<file path="src/rtl/seven_seg_reader_pkg.sv">
// Shared definitions for the 7-segment display reader: segment bit positions,
// active-low digit patterns (same set the digit decoder drives) and FSM states.
package seven_seg_reader_pkg;

    localparam int unsigned SegA  = 7;
    localparam int unsigned SegB  = 6;
    localparam int unsigned SegC  = 5;
    localparam int unsigned SegD  = 4;
    localparam int unsigned SegE  = 3;
    localparam int unsigned SegF  = 2;
    localparam int unsigned SegG  = 1;
    localparam int unsigned SegDp = 0;

    // Patterns are {a,b,c,d,e,f,g}, active-low.
    localparam logic [6:0] Pat0     = 7'b0000001;
    localparam logic [6:0] Pat1     = 7'b1001111;
    localparam logic [6:0] Pat2     = 7'b0010010;
    localparam logic [6:0] Pat3     = 7'b0000110;
    localparam logic [6:0] Pat4     = 7'b1001100;
    localparam logic [6:0] Pat5     = 7'b0100100;
    localparam logic [6:0] Pat6     = 7'b0100000;
    localparam logic [6:0] Pat7     = 7'b0001111;
    localparam logic [6:0] Pat8     = 7'b0000000;
    localparam logic [6:0] Pat9     = 7'b0000100;
    localparam logic [6:0] PatBlank = 7'b1111111;

    typedef enum logic [1:0] {
        StIdle,
        StTrack,
        StCaptured
    } state_e;

endpackage

</file>
<file path="src/rtl/seven_seg_reader_pattern_decode.sv">
// Maps a 7-bit active-low segment pattern back to its digit value,
// flagging the all-off pattern as blank and anything unrecognised as invalid.
module seven_seg_reader_pattern_decode
    import seven_seg_reader_pkg::*;
(
    input  logic [6:0] i_pattern,
    output logic [3:0] o_value,
    output logic       o_valid,
    output logic       o_blank
);

    always_comb begin
        o_value = 4'hF;
        o_valid = 1'b1;
        o_blank = 1'b0;
        case (i_pattern)
            Pat0:     o_value = 4'd0;
            Pat1:     o_value = 4'd1;
            Pat2:     o_value = 4'd2;
            Pat3:     o_value = 4'd3;
            Pat4:     o_value = 4'd4;
            Pat5:     o_value = 4'd5;
            Pat6:     o_value = 4'd6;
            Pat7:     o_value = 4'd7;
            Pat8:     o_value = 4'd8;
            Pat9:     o_value = 4'd9;
            PatBlank: begin
                o_valid = 1'b0;
                o_blank = 1'b1;
            end
            default:  o_valid = 1'b0;
        endcase
    end

endmodule

</file>
<file path="src/rtl/seven_seg_reader.sv">
// Monitors a multiplexed active-low 7-segment bus and reconstructs the digit,
// decimal point, blank and error state of each position once it is stable.
module seven_seg_reader
    import seven_seg_reader_pkg::*;
#(
    parameter int unsigned DIGITS        = 4,
    parameter int unsigned STABLE_CYCLES = 16,
    parameter int unsigned CNT_W         = 8
) (
    input  logic                  i_clk,
    input  logic                  i_rst_n,
    input  logic [7:0]            i_seg,
    input  logic [DIGITS-1:0]     i_an,
    output logic [4*DIGITS-1:0]   o_value,
    output logic [DIGITS-1:0]     o_dp,
    output logic [DIGITS-1:0]     o_blank,
    output logic [DIGITS-1:0]     o_err,
    output logic [DIGITS-1:0]     o_update,
    output logic                  o_frame_done
);

    localparam logic [CNT_W-1:0] StableCnt = CNT_W'(STABLE_CYCLES);
    localparam logic [CNT_W-1:0] CntOne    = CNT_W'(1);

    logic [7:0]          r_seg_meta;
    logic [7:0]          r_seg_sync;
    logic [DIGITS-1:0]   r_an_meta;
    logic [DIGITS-1:0]   r_an_sync;

    state_e              r_state;
    logic [7:0]          r_sample_seg;
    logic [DIGITS-1:0]   r_sample_an;
    logic [CNT_W-1:0]    r_cnt;
    logic [DIGITS-1:0]   r_seen;

    logic [4*DIGITS-1:0] r_value;
    logic [DIGITS-1:0]   r_dp;
    logic [DIGITS-1:0]   r_blank;
    logic [DIGITS-1:0]   r_err;
    logic [DIGITS-1:0]   r_update;
    logic                r_frame_done;

    logic [DIGITS-1:0]   w_an_act;
    logic [DIGITS-1:0]   w_sel;
    logic [DIGITS-1:0]   w_seen_next;
    logic                w_an_legal;
    logic                w_match;
    logic                w_frame;
    logic [3:0]          w_dec_value;
    logic                w_dec_valid;
    logic                w_dec_blank;

    // Synchroniser idles high so a reset looks like an inactive bus.
    always_ff @(posedge i_clk or negedge i_rst_n) begin
        if (!i_rst_n) begin
            r_seg_meta <= '1;
            r_seg_sync <= '1;
            r_an_meta  <= '1;
            r_an_sync  <= '1;
        end else begin
            r_seg_meta <= i_seg;
            r_seg_sync <= r_seg_meta;
            r_an_meta  <= i_an;
            r_an_sync  <= r_an_meta;
        end
    end

    assign w_an_act    = ~r_an_sync;
    assign w_an_legal  = (w_an_act != '0) && ((w_an_act & (w_an_act - DIGITS'(1))) == '0);
    assign w_match     = (r_an_sync == r_sample_an) && (r_seg_sync == r_sample_seg);
    assign w_sel       = ~r_sample_an;
    assign w_seen_next = r_seen | w_sel;
    assign w_frame     = &w_seen_next;

    seven_seg_reader_pattern_decode u_decode (
        .i_pattern (r_sample_seg[SegA:SegG]),
        .o_value   (w_dec_value),
        .o_valid   (w_dec_valid),
        .o_blank   (w_dec_blank)
    );

    always_ff @(posedge i_clk or negedge i_rst_n) begin
        if (!i_rst_n) begin
            r_state      <= StIdle;
            r_sample_seg <= '1;
            r_sample_an  <= '1;
            r_cnt        <= '0;
            r_seen       <= '0;
            r_value      <= '1;
            r_dp         <= '0;
            r_blank      <= '1;
            r_err        <= '0;
            r_update     <= '0;
            r_frame_done <= '0;
        end else begin
            r_update     <= '0;
            r_frame_done <= '0;
            unique case (r_state)
                StIdle: begin
                    r_cnt <= '0;
                    if (w_an_legal) begin
                        r_state      <= StTrack;
                        r_sample_seg <= r_seg_sync;
                        r_sample_an  <= r_an_sync;
                        r_cnt        <= CntOne;
                    end
                end
                StTrack: begin
                    if (r_cnt == StableCnt) begin
                        // Sample has been identical for STABLE_CYCLES: commit it.
                        r_state      <= StCaptured;
                        r_update     <= w_sel;
                        r_frame_done <= w_frame;
                        r_seen       <= w_frame ? '0 : w_seen_next;
                        for (int i = 0; i < DIGITS; i++) begin
                            if (w_sel[i]) begin
                                r_dp[i]  <= ~r_sample_seg[SegDp];
                                r_err[i] <= ~(w_dec_valid | w_dec_blank);
                                if (w_dec_valid || w_dec_blank) begin
                                    r_value[4*i +: 4] <= w_dec_value;
                                    r_blank[i]        <= w_dec_blank;
                                end
                            end
                        end
                    end else if (!w_an_legal) begin
                        r_state <= StIdle;
                        r_cnt   <= '0;
                    end else if (!w_match) begin
                        r_sample_seg <= r_seg_sync;
                        r_sample_an  <= r_an_sync;
                        r_cnt        <= CntOne;
                    end else begin
                        r_cnt <= r_cnt + CntOne;
                    end
                end
                StCaptured: begin
                    if (!w_an_legal) begin
                        r_state <= StIdle;
                        r_cnt   <= '0;
                    end else if (!w_match) begin
                        r_state      <= StTrack;
                        r_sample_seg <= r_seg_sync;
                        r_sample_an  <= r_an_sync;
                        r_cnt        <= CntOne;
                    end
                end
                default: r_state <= StIdle;
            endcase
        end
    end

    assign o_value      = r_value;
    assign o_dp         = r_dp;
    assign o_blank      = r_blank;
    assign o_err        = r_err;
    assign o_update     = r_update;
    assign o_frame_done = r_frame_done;

endmodule

</file>
<file path="config.mk">
export PLATFORM = sky130hd
export DESIGN_NAME = seven_seg_reader
export DESIGN_NICKNAME = d
export VERILOG_FILES = /design/src/rtl/seven_seg_reader_pkg.sv /design/src/rtl/seven_seg_reader_pattern_decode.sv /design/src/rtl/seven_seg_reader.sv
export SDC_FILE = /design/constraint.sdc
export NUM_CORES = 1
export LEC_CHECK = 0
export ABC_AREA = 1
export CAP_MARGIN = 20
export CORE_ASPECT_RATIO = 1.4
export CORE_UTILIZATION = 50
export CTS_CLUSTER_SIZE = 12
export DETAILED_ROUTE_END_ITERATION = 10
export PLACE_DENSITY = 0.75
export SETUP_SLACK_MARGIN = 0.3
export SLEW_MARGIN = 20
export SYNTH_ARGS = -nofsm -noshare
export SYNTH_HDL_FRONTEND = slang
export SYNTH_SLANG_ARGS = --single-unit
</file>
<file path="constraint.sdc">
create_clock -name i_clk -period 1.5 [get_ports i_clk]
set_input_delay 0.3 -clock i_clk [delete_from_list [all_inputs] [get_ports i_clk]]
set_output_delay 0.3 -clock i_clk [all_outputs]
set_load 0.03 [all_outputs]
</file>
==> metrics.txt, run 1 <==
Root Driver clkbuf_8; total of max-cap violations 0; synth-to-layout area growth 56.4%; Cell Area, Synth 3950 um2; TNS Setup -12.47 ns; synthesized instance count 447; Worst Setup End Kind register; reg2reg end o_value[11]; failing checks setup timing; arrival time at the worst endpoint 2.12 ns; total clock sinks 83; Critical path buffers and inverters 2; share of cells above drive strength 1 56.4%; Final setup viols 58; vias in the first global route 3470; post-route cell area 6180 um2; initial antenna violation count 0; die area 8260 um2; unique cell type count in the Yosys netlist 31; FMAX 556 MHz; Crit-path slowest cell dfstp_2; core area 7700 um2; Worst path max stage delay 0.58 ns; FF-to-FF Start r_sample_seg[1]; top cell type's share of synthesized area 37.3%; # IOs 47; top post-synthesis cells by area dfstp_2 37%, dfrtp_1 17%, nand2_1 13%; worst setup path category register to register; crit start category register; worst vdd ir 0.731 mV; post-route DRC violation count 0; post-synthesis register bit count 83; Least-Margin Pin Slew 0.292 ns; clock-pin slew on the worst setup and hold paths 0.10 ns; routed vias/inst 5.32; vias 3780; CTS Buf Count 9; hold slack final 0.309 ns; Reg2Reg Setup Slack -0.30 ns; leading area contributor after synthesis dfstp_2; Main synth FF type dfstp_2; sequential cell area fraction in the yosys report 54.4%; final WL 12300 um; initial DRC count 233; EDFF count, synth 0; Final #Nets 626; global-route wire length before repair 15300 um; antenna-violating nets left 0; critical path cell sequence buf_6 > nand2_2 > nor2_4 > nand4_1 > buf_4 > nand3_2 > nand3_1 > nand2_1; placed inst area 4960 um2; syn_area_per_cell 8.84 um2; Max FO, Critical Path 4; TritonRoute pass-1 iters 5; GR Overflow Total 0; post-synthesis async set-or-reset flop share 100%; Die W 77.1 um; relative slew slack 80.5%; Hold/Removal Path Class primary input to async pin; Antenna Cells 0; Lkg Pwr 2.99 nW; buffers added on ports 46; Final Hold Fails 0; WP data required 1.82 ns; Starting Density 51.3%; Worst Slack Setup Final -0.299 ns; Worst Skew 0.0187 ns; Final period util 120%; CTS max path bufs 2; CTS tree done; Die Y-Extent 107 um; DP HPWL 6020 um; R2R depth 8; run status finished with violations; Power Density 1330 nW/um2; pin count of the biggest net entering global routing 41; max-slew violation count 0; Worst-Skew Late Latency 0.38 ns; Synthesized Nets 468; gpl congestion 0.835; gr usage total 24.0%; Layout Utilization 80.2%; average wire per standard cell 17.3 um; CTS H-Tree Depth 3; Post-synth top cells 140 x nand2_1, 58 x inv_1, 56 x dfstp_2; Synth Warn # 0; cell with the most instances after synthesis nand2_1; unrepaired setup endpoints after global routing true; num rows 38; fin crit period 1.80 ns; Crit path max-delay family simple AND/OR/NAND/NOR gates
-- worst register-to-register path, delay by kind of cell (launching register included) --
family / cells / cell delay (ns)
buffers and inverters: 2 / 0.34
flip-flops: 1 / 0.58
AND/OR/NAND/NOR: 6 / 0.84
-- layer usage --
layer	share of wire (%)	track usage, %
met1	36	25.1
met2	55	44.8
met3	3.9	4.51
met4	4.6	12.8
met5	0	0
-- worst max-delay path by stage --
stage                    startpoint     endpoint  slack (ns)  cells after the start
floorplan            r_sample_an[1]     r_cnt[0]       -0.08                     11
global placement           r_cnt[0]     r_cnt[0]       -0.17                     10
detailed placement         r_cnt[0]     r_cnt[7]       -0.23                     10
CTS                 r_sample_seg[4]     r_cnt[2]       -0.17                     11
global route          r_seg_sync[0]     r_cnt[5]       -0.39                     11
finish              r_sample_seg[1]  o_value[11]       -0.30                      8
-- cells by family after synthesis --
kind of cell / after synthesis / synth area share, %
AO/OA/AOI/OAI: 37 / 5.07
XOR/XNOR: 5 / 1.11
adder cells (fa/ha/maj): 7 / 2.22
buffers and inverters: 70 / 7.03
flip-flops: 83 / 54.4
AND/OR/NAND/NOR: 245 / 30.2
-- final cells by class --
class	instances	area [um2]
clock buffer	11	151
clock inverter	5	83.8
fill	408	1530
inverter	64	263
multi-input combinational	297	1960
sequential	83	2150
tap	100	125
timing repair buffer	150	1450
-- sequential cells by signal, summed over array words and instances (netlist names) --
name / flops
o_value: 16
r_cnt: 8
r_sample_seg: 8
r_seg_meta: 8
r_seg_sync: 8
o_blank: 4
o_dp: 4
o_err: 4
o_update: 4
r_an_meta: 4
r_an_sync: 4
r_sample_an: 4
r_seen: 4
r_state: 2
o_frame_done: 1
-- report_power, final --
part	internal, mW	switching (mW)
clock network	1.03	0.877
registers	2.60	0.248
logic	1.43	2.00
-- timing repair --
item                                    4_1_cts  5_1_grt
hold endpoints to repair                     30        0
pin swaps                                    28       52
setup buffers                                16       27
resized for setup                           239       78
hold buffers                                  1        0
endpoints found under the setup margin       92       92
cloned                                        1        4
-- metrics by stage --
step / std cells / setup slack (ns) / total power, mW
final: 710 / -0.299 / 8.19
after global placement: 645 / -0.172 / 5.06
after CTS: 679 / -0.174 / 7.38
after detailed placement: 645 / -0.230 / 5.12
after global routing: 710 / -0.391 / 8.55
after floorplan: 447 / -0.0793 / 4.26
-- cells in the final DEF, fill, tap and decap left out, types with 21 or more instances in the layout --
| cell | n |
|---|---|
| nand2_1 | 104 |
| buf_4 | 78 |
| dfstp_2 | 56 |
| buf_6 | 51 |
| inv_1 | 43 |
| nand2_2 | 31 |
| dfrtp_1 | 27 |
| nor2_1 | 21 |
| nand4_1 | 21 |
(Power assumes the default switching activity.)
==> run 2: changes to the inputs <==
--- a/config.mk
+++ b/config.mk
@@ -5,13 +5,13 @@
 export SDC_FILE = /design/constraint.sdc
 export NUM_CORES = 1
 export LEC_CHECK = 0
-export ABC_AREA = 1
 export CAP_MARGIN = 20
 export CORE_ASPECT_RATIO = 1.4
 export CORE_UTILIZATION = 50
 export CTS_CLUSTER_SIZE = 12
 export DETAILED_ROUTE_END_ITERATION = 10
-export PLACE_DENSITY = 0.75
+export PLACE_DENSITY = 0.76
+export RECOVER_POWER = 100
 export SETUP_SLACK_MARGIN = 0.3
 export SLEW_MARGIN = 20
 export SYNTH_ARGS = -nofsm -noshare
==> metrics.txt, run 2 <==
run status finished with violations; failing checks setup timing; Main synth FF type dfstp_2; Critical path buffers and inverters 3; Reg2Reg Setup Slack -0.60 ns; Worst Setup End Kind register; post-synthesis register bit count 83; share of cells above drive strength 1 63.7%; most used cell along the critical path buf_6; pre-CTS setup slack -0.473 ns; relative slew slack 61.6%; sequential cell area fraction in the yosys report 56.0%; Starting Density 51.8%; Worst-Skew Late Latency 0.37 ns; R2R depth 7; clock-pin slew on the worst setup and hold paths 0.10 ns; critical path cell sequence xor2_1 > nor4_2 > buf_4 > buf_6 > buf_6 > nand4_1 > o21ai_1; CTS tree done; total of max-cap violations 0; total power draw 7.76 mW; vias 3664; Die Y-Extent 106 um; Crit-path slowest cell dfstp_2; worst setup path category register to register; arrival time at the worst endpoint 2.36 ns; gr usage total 28.3%; Layout Utilization 83.4%; antenna-violating nets left 0; gpl congestion 0.829; Final Hold Fails 0; fillers 365; GR Overflow Total 0; final WL 13700 um; Die W 76.0 um; average wire per standard cell 22.0 um; num rows 37; post-route cell area 6170 um2; die area 8030 um2; Synthesized Nets 356; cell with the most instances after synthesis dfstp_2; Final #Nets 540; commonest non-fill, non-tap cells in the layout 106 x buf_4, 48 x buf_6, 46 x dfstp_2, 27 x dfrtp_1, 22 x nand2_1; fin crit period 2.10 ns; CTS Buf Count 9; Least-Margin Pin Slew 0.576 ns; Worst Skew 0.0255 ns; pin count of the biggest net entering global routing 37; # IOs 47; commonest non-fill, non-tap cell in the layout buf_4; vias in the first global route 3528; Final period util 140%; Cell Area, Synth 3830 um2; storage element area 2150 um2; crit start category register; top cell type's share of synthesized area 38.4%; CTS H-Tree Depth 3; Synth Warn # 0; min-delay src r_seg_meta[1]; Worst Slack Setup Final -0.597 ns; total clock sinks 83; Max FO, Critical Path 3; unrepaired setup endpoints after global routing true; FMAX 477 MHz; synthesized instance count 335; top post-synthesis cells by area dfstp_2 38%, dfrtp_1 18%, mux2_4 3.9%; DP HPWL 6370 um; multi-input logic area 2020 um2; Final setup viols 59; FF-to-FF Start r_sample_an[0]; Hold/Removal Path Class register to register; global-route wire length before repair 17400 um; synth-to-layout area growth 61.0%; hold slack final 0.336 ns; CTS max path bufs 2; Worst path max stage delay 0.57 ns; Antenna Cells 0; TritonRoute pass-1 iters 4; unique cell type count in the Yosys netlist 55; Root Driver clkbuf_8; reg2reg end r_cnt[5]; Post-synth top cells 56 x dfstp_2, 32 x nand2_1, 27 x dfrtp_1; Crit path max-delay family simple AND/OR/NAND/NOR gates; worst vdd ir 1.36 mV; max-slew violation count 0; Hold Path Cell Cnt 0; EDFF count, synth 0; Post-Place Cells 534; syn_area_per_cell 11.4 um2; initial antenna violation count 0; leading area contributor after synthesis dfstp_2; Largest register FFs 16; post-synthesis async set-or-reset flop share 100%; Power Density 1260 nW/um2; buffers added on ports 46; initial DRC count 314; Post-Layout Cell Count 621; WP data required 1.76 ns; placed inst area 4940 um2; hold path endpoint r_seg_sync[1]; routed vias/inst 5.90; Lkg Pwr 2.79 nW; post-route DRC violation count 0; core area 7410 um2; TNS Setup -24.81 ns
==> run 2: cell count changes in the layout (fill, tap and decap cells not counted), moves of 14 or more <==
cell	delta
buf_4	+28
inv_1	-31
nand2_1	-82
nand2_2	-24
nand4_1	-16
nor2_4	-14
==> run 2: cell families (layout without fill, tap and decap cells) <==
kind of cell    Yosys count  in the layout  share of synthesized area (%)
xor+xnor                 14             14                           3.20
flops                    83             83                           56.0
buf+inv                  34            223                           4.34
mux                      13             13                           4.80
fa+ha+maj                 7              7                           2.28
simple gates            106            106                           15.5
compound gates           78             78                           13.9
==> run 2: worst register-to-register path, cell delays in order (launching register included) <==
cell,delay [ns]
dfstp_2,0.57
xor2_1,0.10
nor4_2,0.36
buf_4,0.18
buf_6,0.09
buf_6,0.08
nand4_1,0.29
o21ai_1,0.33
==> run 2: worst max-delay path by stage <==
stage | start | end | slack, ns | depth (start not counted)
after floorplan | r_sample_seg[3] | r_sample_an[0] | -0.41 | 8
after global placement | r_an_sync[0] | r_state[1] | -0.40 | 6
after detailed placement | r_an_sync[1] | r_state[0] | -0.47 | 6
after CTS | r_sample_seg[1] | r_state[1] | -0.39 | 6
after global routing | r_cnt[0] | r_seen[1] | -0.63 | 10
final | r_sample_an[0] | r_cnt[5] | -0.60 | 7
==> run 2: where the power goes <==
group          internal (mW)  leakage [nW]  switching [mW]
combinational           1.67          1.73            1.58
sequential              2.60         0.963           0.227
clock                  0.775        0.0966           0.906
==> run 2: what timing repair did <==
action                                  in CTS  in global routing
hold buffers                                 1                  0
endpoints found under the setup margin      92                 92
endpoints found under the hold margin       15                  0
pin swaps                                   42                 23
setup buffers                               45                 25
gates resized for setup                    205                 51
==> run 2: layer usage <==
metal  global-route usage (%)  vias to the layer above  wire length [um]
met5                        0                        -                 0
li1                         -                     1541                 -
met3                     6.58                       75               637
met4                     14.3                        0               912
met1                     31.4                     1851              4870
met2                     50.6                      197              7240
==> run 2: cell type report <==
| class | count | share of cell area, % |
|---|---|---|
| flip-flops and latches | 83 | 34.8 |
| multi-input cells | 218 | 32.6 |
| repair buffers | 188 | 26.1 |
| clock buffers | 10 | 2.07 |
| well taps | 97 | 1.97 |
| inverters | 19 | 1.36 |
| clock inverters | 6 | 1.05 |
